$ cat src/rtl/multicycle_control_fsm.sv
// Main control sequencer for the multicycle MIPS datapath: decodes opcode/funct
// and drives every write enable and mux select for each cycle of an instruction.
module multicycle_control_fsm (
  input  logic       clk,
  input  logic       reset,
  input  logic [5:0] opcode,
  input  logic [5:0] funct,
  input  logic       zero,
  output logic       ir_we,
  output logic       pc_wren,
  output logic [1:0] pc_src,
  output logic       mem_addr_sel,
  output logic       mem_we,
  output logic       mdr_we,
  output logic       a_we,
  output logic       b_we,
  output logic       aluout_we,
  output logic       alu_src_a,
  output logic [1:0] alu_src_b,
  output logic       ext_sel,
  output logic [2:0] alu_op,
  output logic       reg_we,
  output logic [1:0] reg_dst,
  output logic [1:0] reg_in_sel,
  output logic [3:0] state
);

  localparam logic [5:0] OP_RTYPE = 6'h00;
  localparam logic [5:0] OP_LW    = 6'h23;
  localparam logic [5:0] OP_SW    = 6'h2B;
  localparam logic [5:0] OP_J     = 6'h02;
  localparam logic [5:0] OP_JAL   = 6'h03;
  localparam logic [5:0] OP_BNE   = 6'h05;
  localparam logic [5:0] OP_XORI  = 6'h0E;

  localparam logic [5:0] FN_ADD = 6'h20;
  localparam logic [5:0] FN_SUB = 6'h22;
  localparam logic [5:0] FN_SLT = 6'h2A;
  localparam logic [5:0] FN_JR  = 6'h08;

  typedef enum logic [3:0] {
    S_FETCH  = 4'd0,
    S_DECODE = 4'd1,
    S_MEMADR = 4'd2,
    S_MEMRD  = 4'd3,
    S_LWWB   = 4'd4,
    S_MEMWR  = 4'd5,
    S_REXE   = 4'd6,
    S_RWB    = 4'd7,
    S_IEXE   = 4'd8,
    S_IWB    = 4'd9,
    S_BNE    = 4'd10,
    S_JUMP   = 4'd11,
    S_JAL    = 4'd12,
    S_JR     = 4'd13
  } state_e;

  state_e     state_q, state_d;
  logic [5:0] op_q, op_d;
  logic [5:0] fn_q, fn_d;

  assign state = state_q;

  // opcode/funct are captured in DECODE so later states ignore IR changes
  always_comb begin
    state_d = S_FETCH;
    op_d    = op_q;
    fn_d    = fn_q;
    case (state_q)
      S_FETCH:  state_d = S_DECODE;
      S_DECODE: begin
        op_d = opcode;
        fn_d = funct;
        case (opcode)
          OP_LW, OP_SW: state_d = S_MEMADR;
          OP_RTYPE: begin
            case (funct)
              FN_JR:                  state_d = S_JR;
              FN_ADD, FN_SUB, FN_SLT: state_d = S_REXE;
              default:                state_d = S_FETCH;
            endcase
          end
          OP_XORI: state_d = S_IEXE;
          OP_BNE:  state_d = S_BNE;
          OP_J:    state_d = S_JUMP;
          OP_JAL:  state_d = S_JAL;
          default: state_d = S_FETCH;
        endcase
      end
      S_MEMADR: state_d = (op_q == OP_LW) ? S_MEMRD : S_MEMWR;
      S_MEMRD:  state_d = S_LWWB;
      S_REXE:   state_d = S_RWB;
      S_IEXE:   state_d = S_IWB;
      default:  state_d = S_FETCH;
    endcase
  end

  always_ff @(posedge clk) begin
    if (reset) begin
      state_q <= S_FETCH;
      op_q    <= '0;
      fn_q    <= '0;
    end else begin
      state_q <= state_d;
      op_q    <= op_d;
      fn_q    <= fn_d;
    end
  end

  // Moore decode; reset gates everything so an aborted instruction writes nothing
  always_comb begin
    ir_we        = 1'b0;
    pc_wren      = 1'b0;
    pc_src       = 2'b00;
    mem_addr_sel = 1'b0;
    mem_we       = 1'b0;
    mdr_we       = 1'b0;
    a_we         = 1'b0;
    b_we         = 1'b0;
    aluout_we    = 1'b0;
    alu_src_a    = 1'b0;
    alu_src_b    = 2'b00;
    ext_sel      = 1'b0;
    alu_op       = 3'b000;
    reg_we       = 1'b0;
    reg_dst      = 2'b00;
    reg_in_sel   = 2'b00;
    if (!reset) begin
      case (state_q)
        S_FETCH: begin
          ir_we     = 1'b1;
          pc_wren   = 1'b1;
          pc_src    = 2'b10;
          alu_src_b = 2'b01;
        end
        S_DECODE: begin
          a_we      = 1'b1;
          b_we      = 1'b1;
          aluout_we = 1'b1;
          alu_src_b = 2'b11;
        end
        S_MEMADR: begin
          alu_src_a = 1'b1;
          alu_src_b = 2'b10;
          aluout_we = 1'b1;
        end
        S_MEMRD: begin
          mem_addr_sel = 1'b1;
          mdr_we       = 1'b1;
        end
        S_LWWB: begin
          reg_we     = 1'b1;
          reg_in_sel = 2'b01;
        end
        S_MEMWR: begin
          mem_addr_sel = 1'b1;
          mem_we       = 1'b1;
        end
        S_REXE: begin
          alu_src_a = 1'b1;
          aluout_we = 1'b1;
          case (fn_q)
            FN_SUB:  alu_op = 3'b001;
            FN_SLT:  alu_op = 3'b011;
            default: alu_op = 3'b000;
          endcase
        end
        S_RWB: begin
          reg_we  = 1'b1;
          reg_dst = 2'b01;
        end
        S_IEXE: begin
          alu_src_a = 1'b1;
          alu_src_b = 2'b10;
          ext_sel   = 1'b1;
          alu_op    = 3'b010;
          aluout_we = 1'b1;
        end
        S_IWB:  reg_we = 1'b1;
        S_BNE: begin
          alu_src_a = 1'b1;
          alu_op    = 3'b001;
          pc_src    = 2'b01;
          pc_wren   = ~zero;
        end
        S_JUMP: begin
          pc_src  = 2'b11;
          pc_wren = 1'b1;
        end
        S_JAL: begin
          reg_we     = 1'b1;
          reg_dst    = 2'b10;
          reg_in_sel = 2'b10;
          pc_src     = 2'b11;
          pc_wren    = 1'b1;
        end
        S_JR: begin
          pc_src  = 2'b00;
          pc_wren = 1'b1;
        end
        default: ;
      endcase
    end
  end

endmodule

$ cat config.mk
export PLATFORM = sky130hd
export DESIGN_NAME = multicycle_control_fsm
export DESIGN_NICKNAME = d
export VERILOG_FILES = /design/src/rtl/multicycle_control_fsm.sv
export SDC_FILE = /design/constraint.sdc
export NUM_CORES = 1
export LEC_CHECK = 0
export BUFFER_PORTS_ARGS = -buffer_cell sky130_fd_sc_hd__buf_2
export CORE_MARGIN = 5
export CORE_UTILIZATION = 45
export CTS_CLUSTER_SIZE = 10
export DETAILED_ROUTE_END_ITERATION = 10
export GPL_ROUTABILITY_DRIVEN = 0
export PLACE_DENSITY_LB_ADDON = 0.05
export SLEW_MARGIN = 20
export SYNTH_ARGS = -nofsm -noshare
export SYNTH_HDL_FRONTEND = slang
export SYNTH_SLANG_ARGS = --single-unit
$ cat constraint.sdc
create_clock -name clk -period 1.84 [get_ports clk]
set_input_delay 0.092 -clock clk [delete_from_list [all_inputs] [get_ports clk]]
set_output_delay 0.092 -clock clk [all_outputs]
set_load 0.02 [all_outputs]
==> results of run 1 <==
-- final timing paths --
path | from | to | slack, ns | depth (start not counted)
setup / recovery | state[3] | pc_wren | 0.07 | 4
hold / removal | funct[2] | fn_q[2] | 0.06 | 3
setup reg to reg | op_q[4] | state[1] | 0.38 | 4
hold reg to reg | fn_q[4] | fn_q[4] | 0.46 | 2
-- cell type report --
class | count | area share [%]
flip-flops and latches | 16 | 22.1
multi-input cells | 131 | 53.3
clock buffers | 4 | 2.45
inverters | 7 | 2.20
repair buffers | 47 | 17.4
well taps | 30 | 2.54
-- registers in the layout, indices dropped and copies added (netlist names) --
name / flops
op_q: 6
fn_q: 6
state: 4
-- power by group --
part / internal, mW / total, mW / switching [mW]
Combinational: 0.0718 / 0.195 / 0.123
Sequential: 0.363 / 0.372 / 0.00934
Clock: 0.120 / 0.230 / 0.110
Total: 0.555 / 0.797 / 0.243
-- per-layer routing --
metal	vias up	share of wire, %	track usage (%)	wire length (um)
li1	668	-	-	-
met1	602	42	20.9	1340
met2	34	50	33.3	1590
met3	2	7.0	2.07	221
met4	0	0.44	5.45	14
met5	-	0	0	0
-- worst reg2reg max path: cells and delay by family, from the launching register on --
kind,cells,cell delay (ns)
compound gates,2,0.59
simple gates,2,0.51
flops,1,0.32
-- stage by stage --
stage,hold WS [ns],cell area [um^2]
after floorplan,0.228,1220
after global placement,0.353,1420
after detailed placement,0.360,1420
after CTS,0.0515,1450
after global routing,0.0430,1480
final,0.0591,1480
-- synthesized netlist by cell type (2+ instances only) --
cell	number	share of area [%]
nand2b_1	3	1.6
o21ai_0	5	2.1
buf_4	4	2.5
or3_1	4	2.1
a211oi_1	3	1.9
xnor2_1	2	1.4
nand3_1	3	1.2
a31oi_1	3	1.6
nor2_1	17	5.3
buf_6	2	1.9
inv_1	6	1.9
nand3b_1	2	1.2
nor3b_1	3	1.9
nor3_1	6	2.5
dfxtp_1	16	27
nor2b_1	2	1.0
nor4_1	4	2.1
a2111oi_4	2	4.6
buf_1	3	0.93
o22ai_1	2	1.0
a21oi_1	19	7.9
clkbuf_1	6	1.9
buf_2	2	0.83
nand2_1	31	9.6
-- cell families (layout without fill, tap and decap cells) --
| group | after synthesis | in the layout |
|---|---|---|
| compound gates | 44 | 44 |
| mux | 1 | 1 |
| xor+xnor | 3 | 3 |
| simple gates | 82 | 82 |
| buf+inv | 24 | 58 |
| other cells | 1 | 1 |
| flops | 16 | 16 |
==> metrics.md, run 1 <==
| Metric | Value |
|---|---|
| Critical Path RT | `1.75 ns` |
| Startpoint types | `flop` |
| CTS buffer count | `3` |
| Core area | `2520 um^2` |
| Global-route wire length before repair | `5170 um` |
| H-tree depth | `1` |
| CTS Buffer Depth | `2` |
| Die H | `61.8 um` |
| Fin. Hold Viols | `0` |
| Rows | `18` |
| Commonest non-fill, non-tap cell in the layout | `buf_2` |
| Setup ws final | `0.0747 ns` |
| Dpl cells | `231` |
| Place WS | `0.347 ns` |
| Post-CTS Hold Buffers | `0` |
| Register area | `327 um^2` |
| Critical Path Max Stage Delay | `~0.4 ns` |
| Max Clk Rate | `566 MHz` |
| Post-Syn Area per Cell | `7.07 um^2` |
| Routed Antenna Nets | `0` |
| Synthesis-to-finish area growth | `22.5%` |
| Leakage Power | `0.604 nW` |
| Skew final | `0.00434 ns` |
| Area of the multi-input gates | `790 um^2` |
| DR iter-0 viols | `around 110` |
| Total number of vias | `approximately 1300` |
| CP max-delay cell | `or3_4` |
| CP bufs+invs | `2` |
| Pins Over Slew Limit | `0` |
| Multiplexer share of the synthesized area | `0.828%` |
| Peak VDD IR | `~0.00044 V` |
| Crit-path cells | `buf_4, or3_4, a311oi_1, buf_2` |
| Final setup viols | `0` |
| Async SR Flop Fraction | `0%` |
| WP data arrival | `1.67 ns` |
| Final Util | `58.7%` |
| Largest family of logic cells by synthesized area | `simple AND/OR/NAND/NOR gates` |
| Largest net degree at the start of global routing | `23` |
| Worst setup EP type | `output pin` |
| Initial Utilization | `47.9%` |
| Syn Nets | `186` |
| Initial antenna violation count | `0` |
| Hpwl dp | `2490 um` |
| DR DRC count | `0` |
| Pwr Density | `539 nW/um^2` |
| Antenna Cells | `0` |
| Io pins | `41` |
| DRT Pass-1 Iters | `4` |
| Vias/cell | `5.56` |
| Commonest non-fill, non-tap cells in the layout | `buf_2, nand2_1, a21oi_1, nor2_1, dfxtp_1` |
| Primary FF master, synth | `dfxtp_1` |
| Ys Warns | `0` |
| Reg clk slew, reported paths | `roughly 0.10 ns` |
| Die X | `61.8 um` |
| Later-pin clock latency in the skew report | `0.28 ns` |
| Finished Layout Cells | `235` |
| Crit Path Category | `flop to output pin` |
| Post-synthesis adder-cell area fraction | `0%` |
| Final WL | `3170 um` |
| Post-cts sizing count | `0` |
| Final min period | `1.77 ns` |
| Pwr Total | `0.797 mW` |
| Input/output buffers | `39` |
| Crit-path max FO | `12` |
| Count of flip-flops with a built-in enable after synthesis | `0` |
| Grt total ovfl | `0` |
| Max_cap viols | `0` |
| Post-CTS Setup Repair Bufs | `0` |
| Distinct cells, synth | `between 40 and 50` |
| Synthesized flop and latch total | `16` |
| Status | `complete, no violations` |
| Compound-Gate Fraction of Synth Area | `27.0%` |
| Routed length per instance | `13.5 um` |
| Die area | `3820 um^2` |
| Gr usage total | `approximately 18%` |
| CP top delay family | `simple AND/OR/NAND/NOR gates` |
| Number of global-route vias before repair | `1181` |
| Worst min path class | `input pin to flop` |
| Fillcell total | `around 270` |
| Post-Synth XOR/XNOR Area | `2.17%` |
| Final TNS setup | `0 ns` |
| RSZ-0062 raised after global routing | `yes` |
| Number of nets in the layout | `221` |
| Layout cells sized above 1 | `32.2%` |
| Sequential cell area fraction in the yosys report | `26.5%` |
| Post-Syn Area | `1210 um^2` |
| Tcrit/Tclk final | `95.9%` |
| CTS Sinks | `16` |
| CTS tree | `yes` |
| Cells after Synth | `171` |
| Post-Synth Simple-Gate Area | `32.8%` |
| CTS root buf | `clkbuf_4` |
No activity file was read; power rests on OpenSTA's default activity.
==> run 2, diff against run 1 <==
--- a/config.mk
+++ b/config.mk
@@ -7,7 +7,7 @@
 export LEC_CHECK = 0
 export BUFFER_PORTS_ARGS = -buffer_cell sky130_fd_sc_hd__buf_2
 export CORE_MARGIN = 5
-export CORE_UTILIZATION = 45
+export CORE_UTILIZATION = 50
 export CTS_CLUSTER_SIZE = 10
 export DETAILED_ROUTE_END_ITERATION = 10
 export GPL_ROUTABILITY_DRIVEN = 0
==> metrics.md, run 2 (synthesis gave the netlist of run 1 again) <==
| Metric | Value |
|---|---|
| Status | `complete, no violations` |
| Crit Path Category | `flop to output pin` |
| CTS Buffer Depth | `2 (unchanged)` |
| Final Util | `64.2% (+5.5 points)` |
| Die area | `3500 um^2 (-8.4%)` |
| Max Clk Rate | `566 MHz (-0.13%)` |
| Final min period | `1.77 ns (+0.00228 ns)` |
| CTS Sinks | `16 (unchanged)` |
| Rows | `17 (-1)` |
| Rel. slew slack | `59.1%` |
| Gr usage total | `18.6% (+0.80 points)` |
| Core area | `2250 um^2 (-11%)` |
| Met2 track demand over resource | `33.6% (+0.26 points)` |
| DR iter-0 viols | `85 (-21%)` |
| Reg clk slew, reported paths | `0.09 ns (about the same)` |
| CTS buffer count | `3 (unchanged)` |
| Tightest Pin Transition | `0.613 ns` |
| Hold_sp | `funct[4]` |
| Worst setup EP type | `output pin` |
| Pins Over Slew Limit | `0 (unchanged)` |
| M1 GR Usage | `22.5% (+1.6 points)` |
| Final setup viols | `0 (unchanged)` |
| Global-route wire length before repair | `5130 um (-0.68%)` |
| Antenna Cells | `0 (unchanged)` |
| Most used routing layer | `met2` |
| Initial antenna violation count | `0 (unchanged)` |
| Grt total ovfl | `0 (unchanged)` |
| Die H | `59.2 um (-4.3%)` |
| Fin area | `1450 um^2 (-2.2%)` |
| Setup ws final | `0.0724 ns (-0.00228 ns)` |
| Later-pin clock latency in the skew report | `0.28 ns (about the same)` |
| R2r worst-path depth | `4 (unchanged)` |
| Io pins | `41 (unchanged)` |
| DRT Pass-1 Iters | `5 (+1)` |
| Max_cap viols | `0 (unchanged)` |
| Tcrit/Tclk final | `96.1% (+0.12 points)` |
| Reg2Reg Launch Point | `state[0]` |
| Worst min path class | `input pin to flop` |
| Final WL | `3170 um (about the same)` |
| Peak VDD IR | `0.000357 V (-18%)` |
| Initial Utilization | `53.6% (+5.7 points)` |
| Hpwl dp | `2370 um (-4.5%)` |
| CTS tree | `yes` |
| Post-CTS Hold Buffers | `0 (unchanged)` |
| WP data arrival | `1.68 ns (about the same)` |
| Die X | `59.2 um (-4.3%)` |
| Layout cells sized above 1 | `30.8% (-1.3 points)` |
| Global routing usage on met3 | `4.14% (+2.1 points)` |
| Leakage Power | `0.584 nW (-3.2%)` |
| Total number of vias | `1304 (-0.15%)` |
| Hold Path Depth | `3 (unchanged)` |
| Skew final | `0.00794 ns (+0.00360 ns)` |
| Routed length per instance | `13.8 um (+2.7%)` |
| Synthesis-to-finish area growth | `19.8%` |
| DR DRC count | `0 (unchanged)` |
| Final TNS setup | `0 ns (unchanged)` |
| Routed Antenna Nets | `0 (unchanged)` |
| Post-DP Area | `1390 um^2 (-2.3%)` |
| Number of global-route vias before repair | `1139 (-3.6%)` |
| Pwr Density | `512 nW/um^2 (-5.0%)` |
| Place WS | `0.304 ns (-0.0431 ns)` |
| Number of nets in the layout | `218 (-1.4%)` |
| R2R setup slack | `0.34 ns (-0.04 ns)` |
| Worst Hold End | `fn_q[4]` |
| Commonest non-fill, non-tap cell in the layout | `buf_2` |
| FF-to-FF End | `state[3]` |
| Input/output buffers | `39 (unchanged)` |
| CTS root buf | `clkbuf_4` |
| Commonest non-fill, non-tap cells in the layout | `buf_2, nand2_1, a21oi_1, nor2_1, dfxtp_1` |
| Crit-path max FO | `10 (-2)` |
| Largest net degree at the start of global routing | `33 (+43%)` |
| Startpoint types | `flop` |
| Vias/cell | `5.69 (+2.5%)` |
| H-tree depth | `1 (unchanged)` |
| RSZ-0062 raised after global routing | `no` |
| Critical Path RT | `1.75 ns (about the same)` |
| Fin. Hold Viols | `0 (unchanged)` |
==> run 2: cell count changes in the layout (fill, tap and decap cells not counted) <==
cell      delta
clkbuf_8     -1
nand2_1      +1
dfxtp_2      -1
nor2b_1      -1
nand2_2      -1
dfxtp_4      +1
nor2b_2      +1
buf_6        +1
buf_4        -4
==> run 2: worst max path at each step <==
stage,start,end,slack (ns),cells after the start
after CTS,state[3],pc_src[1],0.05,6
after global placement,state[1],alu_src_b[1],0.32,5
final,state[0],aluout_we,0.07,5
after floorplan,state[3],pc_wren,-0.01,4
after detailed placement,state[2],alu_op[0],0.30,5
after global routing,state[0],a_we,0.005,5
==> run 2: repair_timing <==
action	in CTS	in global routing
resized for setup	3	8
pin swaps	0	1
setup endpoints to repair	5	6
buffers inserted	0	1
endpoints found under the hold margin	0	0
==> run 2: per-layer routing <==
| layer | routed length, um | vias to the layer above | part of all wire, % |
|---|---|---|---|
| met5 | 0 | - | 0 |
| met4 | 25 | 0 | 0.79 |
| li1 | - | 660 | - |
| met1 | 1350 | 594 | 43 |
| met2 | 1550 | 46 | 49 |
| met3 | 245 | 4 | 7.7 |
==> run 2: power by group <==
part           switching (mW)  internal, mW  leakage (nW)  total, mW
logic                   0.122        0.0688         0.437      0.191
clock network           0.101        0.0759        0.0138      0.177
registers              0.0121         0.361         0.133      0.373
==> run 2: layout make-up <==
| class | instances | area [um^2] |
|---|---|---|
| clock buffer | 3 | 22.5 |
| fill | 212 | 807 |
| inverter | 7 | 32.5 |
| multi-input combinational | 131 | 790 |
| sequential | 16 | 329 |
| tap | 28 | 35.0 |
| timing repair buffer | 44 | 239 |
==> run 2: stage by stage <==
stage / hold WS (ns) / power (mW) / std cells
2_1_floorplan: 0.228 / 0.516 / 171
3_3_place_gp: 0.350 / 0.563 / 225
3_5_place_dp: 0.353 / 0.569 / 225
4_1_cts: 0.0466 / 0.748 / 228
5_1_grt: 0.0388 / 0.787 / 229
6_report: 0.0579 / 0.741 / 229
==> run 2: worst max-delay path, stage by stage (launching register included) <==
cell and delay [ns]:
dfxtp_1 0.47, buf_4 0.23, xor2_1 0.23, nand3_1 0.12, a21oi_1 0.16, buf_2 0.19
==> run 3, diff against run 2 <==
--- a/config.mk
+++ b/config.mk
@@ -12,6 +12,7 @@
 export DETAILED_ROUTE_END_ITERATION = 10
 export GPL_ROUTABILITY_DRIVEN = 0
 export PLACE_DENSITY_LB_ADDON = 0.05
+export REMOVE_ABC_BUFFERS = 1
 export SLEW_MARGIN = 20
 export SYNTH_ARGS = -nofsm -noshare
 export SYNTH_HDL_FRONTEND = slang
==> metrics.md, run 3 (synthesis gave the netlist of run 1 again) <==
| Metric | Value |
|---|---|
| Status | `complete, no violations` |
| Startpoint types | `flop` |
| Crit Path Category | `flop to output pin` |
| Antenna Cells | `0 (unchanged)` |
| Number of global-route vias before repair | `1164 (+2.2%)` |
| Final WL | `3210 um (+1.1%)` |
| Tcrit/Tclk final | `97.1% (+1.0 points)` |
| Tightest Pin Transition | `0.570 ns (-0.0425 ns)` |
| RSZ-0062 raised after global routing | `no` |
| Final TNS setup | `0 ns (unchanged)` |
| Comb power frac | `23.6% (-2.1 points)` |
| Peak VDD IR | `0.000506 V (+42%)` |
| Input/output buffers | `39 (unchanged)` |
| CTS tree | `yes` |
| Commonest non-fill, non-tap cells in the layout | `buf_2, nand2_1, a21oi_1, nor2_1, dfxtp_1` |
| Layout cells sized above 1 | `30.0% (-0.80 points)` |
| Final min period | `1.79 ns (+0.0191 ns)` |
| Hpwl dp | `2360 um (-0.62%)` |
| Largest net degree at the start of global routing | `33 (unchanged)` |
| Synthesis-to-finish area growth | `19.4%` |
| Worst min path class | `input pin to flop` |
| Sw frac | `31.1% (-0.61 points)` |
| H-tree depth | `1 (unchanged)` |
| Rel. slew slack | `62.0% (+2.8 points)` |
| Crit-path max FO | `10 (unchanged)` |
| DR iter-0 viols | `43 (-49%)` |
| Skew final | `0.00240 ns (-0.00554 ns)` |
| Final setup viols | `0 (unchanged)` |
| Initial antenna violation count | `0 (unchanged)` |
| Routed Antenna Nets | `0 (unchanged)` |
| Global-route wire length before repair | `5100 um (-0.66%)` |
| Hold_sp | `funct[2]` |
| Max Clk Rate | `560 MHz (-1.1%)` |
| Max_cap viols | `0 (unchanged)` |
| Later-pin clock latency in the skew report | `0.29 ns (about the same)` |
| Vias/cell | `5.71 (+0.20%)` |
| Grt total ovfl | `0 (unchanged)` |
| Fillcell total | `228 (+7.5%)` |
| WP data arrival | `1.69 ns (about the same)` |
| Pwr Density | `551 nW/um^2 (+7.7%)` |
| Setup crit start | `state[3]` |
| DRT Pass-1 Iters | `4 (-1)` |
| CTS Sinks | `16 (unchanged)` |
| DR DRC count | `0 (unchanged)` |
| Worst setup EP type | `output pin` |
| Routed length per instance | `13.9 um (+0.26%)` |
| Number of nets in the layout | `219 (+0.46%)` |
| Total number of vias | `1318 (+1.1%)` |
| CTS root buf | `clkbuf_4` |
| Core area | `2250 um^2 (unchanged)` |
| Pwr Total | `0.795 mW (+7.3%)` |
| Gr usage total | `18.5% (-0.037 points)` |
| Leakage Power | `0.595 nW (+1.8%)` |
| Initial Utilization | `53.6% (unchanged)` |
| Die X | `59.2 um (unchanged)` |
| Pins Over Slew Limit | `0 (unchanged)` |
| Commonest non-fill, non-tap cell in the layout | `buf_2` |
| Die H | `59.2 um (unchanged)` |
| Die area | `3500 um^2 (unchanged)` |
| Switching Power | `0.247 mW (+5.2%)` |
| Reg2Reg Launch Point | `op_q[4]` |
| Final Util | `64.0% (-0.22 points)` |
| Io pins | `41 (unchanged)` |
| CTS buffer count | `3 (unchanged)` |
| Clock power share | `29.6% (+5.7 points)` |
| Fin. Hold Viols | `0 (unchanged)` |
| CTS Buffer Depth | `2 (unchanged)` |
| Reg clk slew, reported paths | `0.10 ns (about the same)` |
| Pint | `0.548 mW (+8.3%)` |
| Rows | `17 (unchanged)` |
| Critical Path RT | `1.75 ns (about the same)` |
| Reg power frac | `46.9% (-3.5 points)` |
run 3: power by group through the flow:
| stage | combinational (mW) | sequential [mW] | clock (mW) |
|---|---|---|---|
| floorplan | 0.0982 | 0.387 | 0 |
| global placement | 0.180 | 0.381 | 0 |
| CTS | 0.183 | 0.374 | 0.243 |
| detailed placement | 0.183 | 0.382 | 0 |
| finish | 0.188 | 0.372 | 0.235 |
| global route | 0.206 | 0.375 | 0.256 |
run 3: path summary, 6_finish.rpt:
path / cells after the start / slack, ns / to
worst max-delay path: 4 / 0.05 / pc_wren
worst min-delay path: 3 / 0.05 / fn_q[2]
worst max register to register: 4 / 0.36 / state[1]
worst min register to register: 2 / 0.46 / fn_q[5]
run 3: area by class of cell:
cell class	instances	area (um^2)	share of cell area [%]
Tap cell	28	35.0	2.43
Clock buffer	4	36.3	2.52
Timing Repair Buffer	45	238	16.5
Inverter	7	28.8	1.99
Sequential cell	16	327	22.6
Multi-Input combinational cell	131	778	53.9
run 3: through the flow:
stage / hold slack (ns) / worst slack (ns) / std cells / instance area [um^2]
after floorplan: 0.161 / -0.105 / 154 / 1110
after global placement: 0.340 / 0.317 / 225 / 1370
after detailed placement: 0.350 / 0.291 / 225 / 1370
after CTS: 0.0353 / 0.0301 / 229 / 1410
after global routing: 0.0364 / 0.00531 / 231 / 1440
final: 0.0494 / 0.0533 / 231 / 1440
run 3: timing repair:
item                                    in CTS  in global routing
pin swaps                                    0                  1
endpoints found under the setup margin       3                  7
resized for setup                            2                  5
setup buffers                                0                  2
hold buffers                                 0                  0
run 3: critical path, cell delays in order (launching register included):
cell	delay [ns]
dfxtp_4	0.38
buf_4	0.16
or3_1	0.38
a311oi_1	0.28
buf_2	0.21
run 3: routing by layer:
layer | vias up | track usage (%) | share of wire, %
li1 | 662 | - | -
met1 | 593 | 24.0 | 44
met2 | 58 | 31.7 | 47
met3 | 5 | 3.05 | 8.1
met4 | 0 | 4.85 | 1.1
met5 | - | 0 | 0
